<file path="src/rtl/shift_pkg.sv">
// Shared encodings for the multi-cycle shift/rotate unit.
package shift_pkg;

  typedef enum logic [1:0] {
    OP_SLL = 2'b00,
    OP_SRL = 2'b01,
    OP_SRA = 2'b10,
    OP_ROR = 2'b11
  } op_t;

  typedef enum logic [1:0] {
    ST_IDLE  = 2'b00,
    ST_SHIFT = 2'b01,
    ST_DONE  = 2'b10
  } state_t;

endpackage

</file>
<file path="src/rtl/shift_step.sv">
// Combinational single-step shifter: moves value by k bits (0..STEP) per op.
module shift_step
  import shift_pkg::*;
#(
  parameter int WIDTH = 32,
  parameter int STEP  = 1,
  parameter int K_W   = 6
) (
  input  logic [WIDTH-1:0] value,
  input  op_t              op,
  input  logic [K_W-1:0]   k,
  output logic [WIDTH-1:0] shifted
);

  // Unrolled chain of 1-bit stages; stage i is applied only when i < k.
  always_comb begin
    shifted = value;
    for (int i = 0; i < STEP; i++) begin
      if (i < int'(k)) begin
        case (op)
          OP_SLL:  shifted = {shifted[WIDTH-2:0], 1'b0};
          OP_SRL:  shifted = {1'b0, shifted[WIDTH-1:1]};
          OP_SRA:  shifted = {shifted[WIDTH-1], shifted[WIDTH-1:1]};
          default: shifted = {shifted[0], shifted[WIDTH-1:1]};
        endcase
      end
    end
  end

endmodule

</file>
<file path="src/rtl/seq_shifter.sv">
// Multi-cycle shift/rotate unit: shifts STEP bits per clock under a start/done
// handshake, holding the final value in the result register until the next start.
module seq_shifter
  import shift_pkg::*;
#(
  parameter int WIDTH   = 32,
  parameter int SHAMT_W = 5,
  parameter int STEP    = 1
) (
  input  logic               clk,
  input  logic               rst_n,
  input  logic               start,
  input  logic [1:0]         op,
  input  logic [WIDTH-1:0]   data_in,
  input  logic [SHAMT_W-1:0] shamt,
  output logic               busy,
  output logic               done,
  output logic [WIDTH-1:0]   result
);

  // One extra bit so that STEP == WIDTH is representable.
  localparam int K_W = SHAMT_W + 1;
  localparam logic [K_W-1:0] STEP_K = K_W'(STEP);

  state_t             state_q, state_d;
  op_t                op_q, op_d;
  logic [WIDTH-1:0]   result_q, result_d;
  logic [SHAMT_W-1:0] rem_q, rem_d;
  logic               busy_q, busy_d;
  logic               done_q, done_d;

  logic [K_W-1:0]     rem_ext;
  logic [K_W-1:0]     k;
  logic [WIDTH-1:0]   stepped;

  assign rem_ext = {1'b0, rem_q};
  assign k       = (rem_ext < STEP_K) ? rem_ext : STEP_K;

  shift_step #(
    .WIDTH (WIDTH),
    .STEP  (STEP),
    .K_W   (K_W)
  ) u_step (
    .value   (result_q),
    .op      (op_q),
    .k       (k),
    .shifted (stepped)
  );

  always_comb begin
    state_d  = state_q;
    op_d     = op_q;
    result_d = result_q;
    rem_d    = rem_q;
    case (state_q)
      ST_IDLE, ST_DONE: begin
        if (start) begin
          result_d = data_in;
          rem_d    = shamt;
          op_d     = op_t'(op);
          state_d  = (shamt != '0) ? ST_SHIFT : ST_DONE;
        end else if (state_q == ST_DONE) begin
          state_d = ST_IDLE;
        end
      end
      ST_SHIFT: begin
        // k never exceeds rem, so the low bits carry the whole amount.
        result_d = stepped;
        rem_d    = rem_q - k[SHAMT_W-1:0];
        state_d  = (rem_d == '0) ? ST_DONE : ST_SHIFT;
      end
      default: state_d = ST_IDLE;
    endcase
    busy_d = (state_d == ST_SHIFT);
    done_d = (state_d == ST_DONE);
  end

  always_ff @(posedge clk or negedge rst_n) begin
    if (!rst_n) begin
      state_q  <= ST_IDLE;
      op_q     <= OP_SLL;
      result_q <= '0;
      rem_q    <= '0;
      busy_q   <= 1'b0;
      done_q   <= 1'b0;
    end else begin
      state_q  <= state_d;
      op_q     <= op_d;
      result_q <= result_d;
      rem_q    <= rem_d;
      busy_q   <= busy_d;
      done_q   <= done_d;
    end
  end

  assign busy   = busy_q;
  assign done   = done_q;
  assign result = result_q;

endmodule

</file>
<file path="config.mk">
export PLATFORM = sky130hd
export DESIGN_NAME = seq_shifter
export DESIGN_NICKNAME = d
export VERILOG_FILES = /design/src/rtl/shift_pkg.sv /design/src/rtl/shift_step.sv /design/src/rtl/seq_shifter.sv
export SDC_FILE = /design/constraint.sdc
export NUM_CORES = 1
export LEC_CHECK = 0
export CAP_MARGIN = 25
export CORE_UTILIZATION = 27
export CTS_BUF_LIST = sky130_fd_sc_hd__clkbuf_16
export DETAILED_ROUTE_END_ITERATION = 8
export PLACE_DENSITY = 0.48
export SETUP_SLACK_MARGIN = 0.4
export SYNTH_ARGS = -nofsm -noshare
export SYNTH_HDL_FRONTEND = slang
export SYNTH_HIERARCHICAL = 1
export SYNTH_SLANG_ARGS = --single-unit
export TNS_END_PERCENT = 20
</file>
<file path="constraint.sdc">
create_clock -name clk -period 6.35 [get_ports clk]
set_clock_uncertainty 0.15 [all_clocks]
set_input_delay 1.5875 -clock clk [delete_from_list [all_inputs] [get_ports clk]]
set_output_delay 1.5875 -clock clk [all_outputs]
set_load 0.03 [all_outputs]
</file>
# --- After elaboration in Yosys (flattened, before gate mapping) ---
# Index checks and enable logic that the tools add are counted.
totals:
  reg_bits: 43
  inputBits: 42
  elab_cells: 41
classes:
  addsub: 1
  magnitude_cmp: 2
  eq_ne: 9
  n_mux: 12
  n_reduce_logical: 10
op_table:
  columns: ["cell", "count"]
  rows:
  - ["32-bit one-hot mux with 3 select lines", 1]
  - ["32-bit two-way mux", 2]
  - ["32-bit one-hot mux with 2 select lines", 1]
  - ["5-bit two-way mux", 2]
  - ["5-bit one-hot mux with 2 select lines", 1]
  - ["2-bit two-way mux", 4]
  - ["2-bit by 1-bit == test with 1-bit output, second input constant", 3]
  - ["2-bit == test, second input constant", 3]
  - ["5-bit zero test", 1]
  - ["1-bit by 5-bit less-than comparator with 1-bit output, first input constant", 1]
  - ["5-bit by 1-bit less-than comparator with 1-bit output, second input constant", 1]
  - ["5-bit nonzero test", 1]
  - ["5-bit subtractor", 1]
  - ["2-bit zero test", 2]
  - ["2-bit != test, second input constant", 2]
  - ["2-bit one-hot mux with 2 select lines", 1]
  - ["2-bit AND reduction", 2]
  - ["4-bit AND reduction", 1]
  - ["3-bit AND reduction", 1]
  - ["2-bit by 1-bit != test with 1-bit output, second input constant", 1]
  - ["2-bit nonzero test", 1]
  - ["2-bit OR reduction", 1]

# --- Longest topological paths before layout ---
# Gate-level depths: netlist of run 1.
logic_depth:
  depth_word: 7
  mapped_depth: 9

# --- Modules after synthesis ---
# The synthesis of run 1 kept the hierarchy.
modules_own_cells:
  columns: ["module", "n_inst", "cells_each", "area_per_inst_um2"]
  rows:
  - ["seq_shifter", 1, 203, 2055.7]
  - ["shift_step", 1, 79, 882.1]

# --- Least setup slack after synthesis of run 1 ---
# No wires, ideal clock.
synth_timing:
  kind: "input to register"
  startpoint: "in shamt[1]"
  endpoint: "reg busy_q (netlist: busy)"
  t_arrival_ns: 2.375
  t_required_ns: 6.060
  path_slack_ns: 3.685
  path_stages: 3
  n_path_buf: 0
  cell_sequence: "or4_1 > nor2_1 > o22ai_1"
synth_via:
  elab_chain_cells: 5
synth_lines:
  columns: ["item", "line_no", "source"]
  rows:
  - ["from (decl)", "seq_shifter.sv:15", "input logic [SHAMT_W-1:0] shamt,"]
  - ["5-bit nonzero test", "seq_shifter.sv:61", "state_d = (shamt != '0) ? ST_SHIFT : ST_DONE;"]
  - ["2-bit two-way mux", "seq_shifter.sv:61", null]
  - ["2-bit two-way mux", "seq_shifter.sv:57", "if (start) begin"]
  - ["2-bit one-hot mux with 2 select lines", "seq_shifter.sv:55", "case (state_q)"]
  - ["2-bit by 1-bit == test with 1-bit output", "seq_shifter.sv:74", "busy_d = (state_d == ST_SHIFT);"]
  - ["net busy_d", "seq_shifter.sv:29", "logic busy_q, busy_d;"]
  - ["to (signal assigned)", "seq_shifter.sv:91", "busy_q <= busy_d;"]
  - ["to (decl)", "seq_shifter.sv:29", null]
# The timed path passes the listed nets, and every way through them passes these cells.
# A chain may end at the register's enable or synchronous reset.

# --- Final worst setup path of run 1 ---
layout_timing:
  startpoint: "reg rem_q[1]"
  endpoint: "reg result_q[18] (netlist: result[18])"
layout_via:
  elab_chain_cells: 5
layout_lines:
  columns: ["item", "line_no", "source"]
  rows:
  - ["from (decl)", "seq_shifter.sv:28", "logic [SHAMT_W-1:0] rem_q, rem_d;"]
  - ["from (signal assigned)", "seq_shifter.sv:90", "rem_q <= rem_d;"]
  - ["5-bit by 1-bit less-than comparator with 1-bit output", "seq_shifter.sv:37", "assign k = (rem_ext < STEP_K) ? rem_ext : STEP_K;"]
  - ["5-bit two-way mux", "seq_shifter.sv:37", null]
  - ["net k[0]", "seq_shifter.sv:33", "logic [K_W-1:0] k;"]
  - ["1-bit by 5-bit less-than comparator with 1-bit output", "shift_step.sv:19", "if (i < int'(k)) begin"]
  - ["2-bit by 1-bit != test with 1-bit output (no line)", null, null]
  - ["3-bit AND reduction (no line)", null, null]
  - ["to (signal assigned)", "seq_shifter.sv:89", "result_q <= result_d;"]
  - ["to (decl)", "seq_shifter.sv:27", "logic [WIDTH-1:0] result_q, result_d;"]
# The timed path passes the listed nets, and every way through them passes these cells.

==> results.cfg, run 1 <==
[outcome]
outcome = complete, no violations

[synthesis]
ys_seq_area_share_pct = 36.63
synth_seq_cells = 43
yosys-top-cells-area = dfrtp_1, mux2_2, mux2i_1, mux2_4, o21ai_0
yosys_warnings = 6
synth-main-ff-cell = dfrtp_1
synth_cell_types = 35
synth_edf_count = 0
synth_top_family_by_area = multiplexers
synth_mux_area_share_pct = 37.18
synth.cell_area_um2 = 2938
synth_xor_area_share_pct = 0
avgSynthCellArea_um2 = 10.42
synth_cells = 282
netlist.top_cell.by_area = dfrtp_1
synthAdderAreaFrac_pct = 0.8518
yosys.cell_count.top_type = dfrtp_1
async_flop_share_pct = 100.0
synth-compound-area-share_pct = 9.284
yosys-top-cells-count = dfrtp_1, nand2_1, mux2i_1, o21ai_0, mux2_2
yosysTopAreaCellShare_pct = 36.63
synthSimpleGateAreaFrac_pct = 11.37

[die]
num_io_pins = 76
floorplan.initialDensity_pct = 28.20
rows = 37
die_area_um2 = 11300
fp.dieH_um = 106.3
coreArea_um2 = 10420
dieWidth_um = 106.3

[timing]
finalSetupTns_ps = 0
rsz0062_at_grt = false
drv_slew = 0
period_needed_ps = 3252
fmax_mhz = 307.5
setup_slack_ps = 3098
final_hold_viol_count = 0
period_share_pct = 51.21
setup_violations = 0
slew_headroom_pct = 43.78
tightest_slew_ps = 842.3

[cts]
post_cts_buffers = 0
clk_pin_slew_ps = 60
cts_resized = 0
cts-hold-fix-buffers = 0
htree_levels = 2
clockBufferDepth = 2
clock-sinks = 43
worstSkewPairLatency_ps = 280
cts_buffers = 5
root_buffer = clkbuf_16
tritoncts = built

[power]
ir_drop_mv = 0.1547
p_leak_nw = 1.667
p_per_area_nw_per_um2 = 541.9

[global_route]
grt_use_total_pct = 12.60
grt_antenna_before_repair = 0
grt_pass1_wl_um = 11420
grt_pass1_vias = 2357
grt_max_degree = 49
grt-ovfl-total = 0

[critical_path]
cp_cell_sequence = or3_4 > or3_2 > nor2_1 > nand3_2 > mux2_2 > mux2i_1 > o21ai_0
cp_max_fo = 31
cp_data_required_time_ps = 6350
slowest_stage = nand3_2
worstSetupEndpointType = flip-flop
ff2ff_setup_slack_ps = 3100
worst_ep_arrival_time_ps = 3250
ff2ff_path_depth = 7
cp-start-kind = flip-flop
criticalPathCategory = flip-flop to flip-flop
r2r_start = rem_q[1]
slowest_delay_ps = 690
regToRegEndpoint = result[18]

[final_layout]
area_delta_synth_final_pct = 35.22
num_antenna_cells = 0
layout.nets = 395
drive_gt1_share_pct = 21.02

[route]
drc_errors = 0
drtPass1Iterations = 4
drt_wl_total_um = 6810
ant_nets = 0
post_drt_wl_per_cell_um = 13.95
vias = 2248
viasPerCell = 4.607
dr.first_iter.drc_count = 51

[job]
max-cap-violations = 0

[min_path]
min-delay-path-class = flip-flop to flip-flop
min_to = op_q[1]
hold_depth = 2
hp-start = op_q[1]

[placement]
routabilityCongestion = 0.7859
dp_slack_ps = 2766
hpwl_um = 4744
portBuffers = 75
cells by family (layout without fill, tap and decap cells):
group,Yosys count,in the layout
and+or+nand+nor,71,71
DFF,43,43
AOI/OAI and AO/OA,46,46
muxes,94,94
adders and majority gates,2,2
buffers and inverters,25,91
other,1,5
cells in the final DEF (no fill, tap or decap), types with 2 or more instances in the layout:
master / instances
clkdlybuf4s50_1: 74
dfrtp_1: 43
nand2_1: 42
o21ai_0: 33
mux2i_1: 33
mux2_2: 32
mux2_4: 20
mux2_1: 9
nand3_1: 6
nor2_1: 5
clkbuf_16: 5
conb_1: 5
inv_1: 4
a32o_1: 3
o211ai_1: 3
clkinv_2: 3
or4_1: 2
nand2b_1: 2
nor3_1: 2
o22ai_1: 2
nor2b_1: 2
ha_1: 2
buf_4: 2
worst max-delay path, delay by kind of cell, from the launching register on:
kind | cells | cell delay, ps
AND/OR/NAND/NOR | 4 | 1730
multiplexers | 2 | 670
AO/OA/AOI/OAI | 1 | 90
flip-flops | 1 | 460
power breakdown:
group | switching, W | internal (W)
Clock | 0.000107 | 0.000144
Combinational | 0.000617 | 0.000710
Sequential | 0.000166 | 0.000409
final cells by class:
cell class	count	area (um2)
clock inverter	3	15.01
timing repair buffer	79	808.3
multi-input combinational	218	1763
clock buffer	5	125.1
fill	1066	6444
tap	136	170.2
sequential	43	1076
inverter	4	15.01
metrics by stage:
stage                     hold slack (ps)  instance area (um2)  cells  utilization (%)  power (W)
after floorplan                     365.8                 2953    286                -   0.001545
after global placement              425.0                 3785    478            36.34   0.001888
after detailed placement            442.0                 3832    480            36.79   0.001919
after CTS                           457.8                 3973    488            38.14   0.002184
after global routing                497.2                 3973    488            38.14   0.002322
final                               453.6                 3973    488            38.14   0.002153
worst max path at each step:
stage / startpoint / to / slack, ps / depth (start not counted)
after detailed placement: start / result[31] / 2770 / 4
final: rem_q[1] / result[18] / 3100 / 7
after floorplan: shamt[1] / busy / 3680 / 3
after CTS: start / result[16] / 3080 / 4
after global placement: start / result[14] / 2830 / 4
after global routing: rem_q[1] / result[27] / 2850 / 7
flip-flops by register name, summed over array words and instances (netlist names):
signal,cells
busy,1
done,1
op_q,2
rem_q,5
result,32
state_q,2
layer usage:
metal / global-route usage, % / routed length, um
met5: 0 / 0
met4: 3.571 / 77
met3: 2.391 / 270
met2: 20.96 / 3094
met1: 16.55 / 3367
(Power assumes the default switching activity.)
==> run 2, diff against run 1 <==
Clock period 6.35 ns to 3.1 ns, I/O delays scaled along.
==> run 2 against run 1 <==
Design area up 0.28%. Die area unchanged. Non-clock buffer count up 4.
==> results.cfg, run 2 (synthesis results as in run 1) <==
[timing]
setup_slack_ps = 540.5
drv_slew = 0
slew_headroom_pct = 44.10
final_hold_viol_count = 0
rsz0062_at_grt = false
period_needed_ps = 2560
fmax_mhz = 390.7
setup_violations = 0
period_share_pct = 82.57
finalSetupTns_ps = 0
tightest_slew_ps = 838.5

[critical_path]
criticalPathCategory = flip-flop to flip-flop
startpoint = rem_q[2]
critPathTopFamily = simple AND/OR/NAND/NOR gates
worstSetupEndpointType = flip-flop
r2r_start = rem_q[2]
cp_max_fo = 14
cp_data_required_time_ps = 3110
path_buf_inv = 1
slowest_delay_ps = 430
worst_ep_arrival_time_ps = 2570
slowest_stage = dfrtp_1
cp-start-kind = flip-flop
cp_cell_sequence = or3_4 > or3_2 > nor2_2 > nand3_2 > buf_4 > mux2_2 > mux2i_1 > o21ai_0

[cts]
tritoncts = built
clockBufferDepth = 2
worstSkewPairLatency_ps = 290
root_buffer = clkbuf_16
clock-sinks = 43
cts_buffers = 5
htree_levels = 2
clk_pin_slew_ps = 70

[power]
p_leak_nw = 1.671
switching_share_pct = 41.60
p_per_area_nw_per_um2 = 1108
p_comb_share_pct = 61.7
power_frac_clock_pct = 11.6
ir_drop_mv = 0.4290
p_total_w = 0.004414
p_seq_share_pct = 26.7
p_int_w = 0.002578
power.switching_w = 0.001836

[placement]
dp_slack_ps = 492.9
hpwl_um = 4826
portBuffers = 75
dp.cells = 484
routabilityCongestion = 0.7495

[final_layout]
num_antenna_cells = 0
post-route-util_pct = 38.25
final_common_cell = clkdlybuf4s50_1
regArea_um2 = 1077
final_cell_mix = clkdlybuf4s50_1, nand2_1, dfrtp_1, o21ai_0, mux2i_1
largest_reg_flops = 32
area_delta_synth_final_pct = 35.60
fillers = 1077
drive_gt1_share_pct = 21.97
instances_no_fill = 491
multi_input_area_um2 = 1765
layout.nets = 399

[job]
max-cap-violations = 0

[global_route]
grt-ovfl-total = 0
grt_use_total_pct = 12.95
grt_pass1_vias = 2371
grt_max_degree = 51
grt_pass1_wl_um = 11830
grt_antenna_before_repair = 0

[route]
vias = 2273
drt_wl_total_um = 6889
drc_errors = 0
viasPerCell = 4.629
dr.first_iter.drc_count = 51
drtPass1Iterations = 4
ant_nets = 0
post_drt_wl_per_cell_um = 14.03

[outcome]
outcome = complete, no violations

[die]
dieWidth_um = 106.3
die_area_um2 = 11300
num_io_pins = 76
rows = 37
fp.dieH_um = 106.3
floorplan.initialDensity_pct = 28.20
coreArea_um2 = 10420

[min_path]
min-delay-path-class = input pin to asynchronous set/reset pin
==> run 2: cell count changes in the layout (fill, tap and decap cells not counted) <==
cell,before,now
buf_4,2,6
clkinv_1,0,1
buf_16,1,0
buf_6,0,1
dfrtp_2,0,1
nor2_1,5,4
dfrtp_1,43,42
clkinv_2,3,1
nor2_2,0,1
==> run 2: repair_timing <==
| action | 4_1_cts | 5_1_grt |
|---|---|---|
| setup endpoints to repair | 0 | 17 |
| hold buffers | 0 | 0 |
| buffers inserted | 0 | 0 |
| resized for setup | 0 | 3 |
==> run 2: layer usage <==
layer	GRT usage, %	share of wire, %
met1	17.52	50
met2	21.71	46
met3	2.391	4.0
met4	2.083	0.64
met5	0	0
==> run 2: area by class of cell <==
cell class | count | area share, %
flip-flops and latches | 43 | 27.04
well taps | 136 | 4.271
inverters | 4 | 0.3769
clock buffers | 5 | 3.141
repair buffers | 83 | 20.63
multi-input cells | 218 | 44.32
clock inverters | 2 | 0.2198
==> run 2: worst paths after layout <==
path	endpoint	slack [ps]	cells past startpoint
max reg2reg	result[1]	540	8
min reg2reg	rem_q[0]	470	2
max	result[1]	540	8
max in group asynchronous	result[16]	1840	2
min in group clk	rem_q[0]	470	2
min	result[30]	240	1
==> run 2: power by group through the flow <==
stage / clock, W / combinational, W / sequential, W
after floorplan: 0 / 0.00169 / 0.00148
after detailed placement: 0 / 0.00274 / 0.00120
after global placement: 0 / 0.00271 / 0.00119
final: 0.000513 / 0.00272 / 0.00118
after global routing: 0.000555 / 0.00297 / 0.00125
after CTS: 0.000535 / 0.00275 / 0.00119
==> run 2: through the flow <==
stage / cell area, um2 / hold WS (ps)
2_1_floorplan: 2953 / 329.4
3_3_place_gp: 3842 / 439.7
3_5_place_dp: 3842 / 437.7
4_1_cts: 3976 / 249.0
5_1_grt: 3984 / 266.4
6_report: 3984 / 240.8
==> run 3, diff against run 2 <==
Clock period 3.1 ns to 2.65 ns, I/O delays scaled along.
==> run 3 against run 2 <==
Wire length grew 3.9%. Sequential share of layout area down 0.68 points. Count of clock-buffer cells in the layout stayed put. Sequential cell count is the same. Combinational power rose by 22%. Worst setup slack worse by 200 ps. Global-route usage up 0.55 points. Critical path depth stayed put. Sequential power increased by 15%. Non-clock buffer count is 7 higher. Die area unchanged. Hold slack worse by 21 ps.
==> results.cfg, run 3 (synthesis results as in run 1) <==
[outcome]
outcome = complete, no violations

[final_layout]
layout.nets = 406
num_antenna_cells = 0
area_delta_synth_final_pct = 38.93
final_cell_mix = clkdlybuf4s50_1, dfrtp_1, nand2_1, mux2i_1, mux2_2
final_common_cell = clkdlybuf4s50_1
drive_gt1_share_pct = 23.42
fillers = 1048
largest_reg_flops = 32

[critical_path]
worstSetupEndpointType = flip-flop
crit_path_frequent_cell = or3_4
cp_max_fo = 17
worst_ep_arrival_time_ps = 2310
slowest_delay_ps = 400
slowest_stage = or3_4
cp_cell_sequence = or3_4 > or3_4 > nor2_4 > nand3_4 > buf_12 > mux2_2 > mux2i_1 > o21ai_1
criticalPathCategory = flip-flop to flip-flop
path_buf_inv = 1
cp_data_required_time_ps = 2650
cp-start-kind = flip-flop
critPathTopFamily = simple AND/OR/NAND/NOR gates

[route]
dr.first_iter.drc_count = 53
ant_nets = 0
post_drt_wl_per_cell_um = 14.34
drc_errors = 0
viasPerCell = 4.723
vias = 2357
drt_wl_total_um = 7158
drtPass1Iterations = 4

[die]
rows = 37
num_io_pins = 76
dieWidth_um = 106.3
die_area_um2 = 11300
floorplan.initialDensity_pct = 28.20
coreArea_um2 = 10420
fp.dieH_um = 106.3

[cts]
clockBufferDepth = 2
htree_levels = 2
clock-sinks = 43
clk_pin_slew_ps = 60
cts_buffers = 5
root_buffer = clkbuf_16
worstSkewPairLatency_ps = 280
tritoncts = built

[global_route]
grt_antenna_before_repair = 0
grt_pass1_vias = 2423
grt_use_total_pct = 13.50
grt_max_degree = 37
grt-ovfl-total = 0
grt_pass1_wl_um = 12270

[timing]
rsz0062_at_grt = true
setup_slack_ps = 337.8
tightest_slew_ps = 706.8
period_needed_ps = 2312
finalSetupTns_ps = 0
period_share_pct = 87.25
slew_headroom_pct = 52.88
fmax_mhz = 432.5
final_hold_viol_count = 0
drv_slew = 0
setup_violations = 0

[placement]
hpwl_um = 4970
routabilityCongestion = 0.8049
portBuffers = 75
dp_slack_ps = 124.0

[min_path]
min-delay-path-class = input pin to asynchronous set/reset pin

[power]
p_leak_nw = 1.724
p_per_area_nw_per_um2 = 1287
ir_drop_mv = 0.4303

[job]
max-cap-violations = 0
-- run 3: cell types whose count changed in the layout (fill, tap and decap cells not counted), sizes merged --
cell | previous run | this run
buf | 9 | 16
inv | 4 | 5
-- run 3: per-layer routing --
layer | track usage [%] | wire, um | vias to the layer above
met3 | 2.698 | 343 | 2
met5 | 0 | 0 | -
li1 | - | - | 1174
met2 | 22.54 | 3294 | 55
met4 | 2.976 | 36 | 0
met1 | 17.92 | 3483 | 1126
-- run 3: final timing paths --
kind,cells after the start,to,startpoint,slack (ps)
worst max-delay path,8,result[0],rem_q[2],340
worst min-delay path,1,result[25],rst_n,220
worst max register to register,8,result[0],rem_q[2],340
worst min register to register,2,op_q[1],op_q[1],450
max in group asynchronous,2,state_q[1],rst_n,1550
min in group clk,2,op_q[1],op_q[1],450
-- run 3: what timing repair did --
action	CTS	global route
endpoints found under the hold margin	0	0
gates cloned	0	0
gates resized for setup	9	5
setup buffers	2	2
hold buffers	0	0
endpoints found under the setup margin	36	54
pin swaps	1	3
-- run 3: power by group --
part / switching, W / internal, W
Sequential: 0.000381 / 0.000979
Combinational: 0.00155 / 0.00176
Clock: 0.000247 / 0.000340
-- run 3: final cells by class --
cell class / instances / area [um2] / share of cell area (%)
sequential: 43 / 1076 / 26.36
inverter: 4 / 15.01 / 0.3679
multi-input combinational: 218 / 1788 / 43.81
clock buffer: 5 / 125.1 / 3.066
timing repair buffer: 90 / 895.9 / 21.95
tap: 136 / 170.2 / 4.169
clock inverter: 3 / 11.26 / 0.2759
-- run 3: metrics by stage --
| step | utilization, % | cell area (um2) | hold slack (ps) | cells | power, W |
|---|---|---|---|---|---|
| finish | 39.18 | 4081 | 220.0 | 499 | 0.005254 |
| global route | 39.18 | 4081 | 263.7 | 499 | 0.005671 |
| CTS | 38.98 | 4060 | 243.0 | 497 | 0.005286 |
| detailed placement | 37.25 | 3880 | 442.1 | 487 | 0.004647 |
| global placement | 37.25 | 3880 | 443.8 | 487 | 0.004628 |
| floorplan | - | 2992 | 216.9 | 286 | 0.003709 |
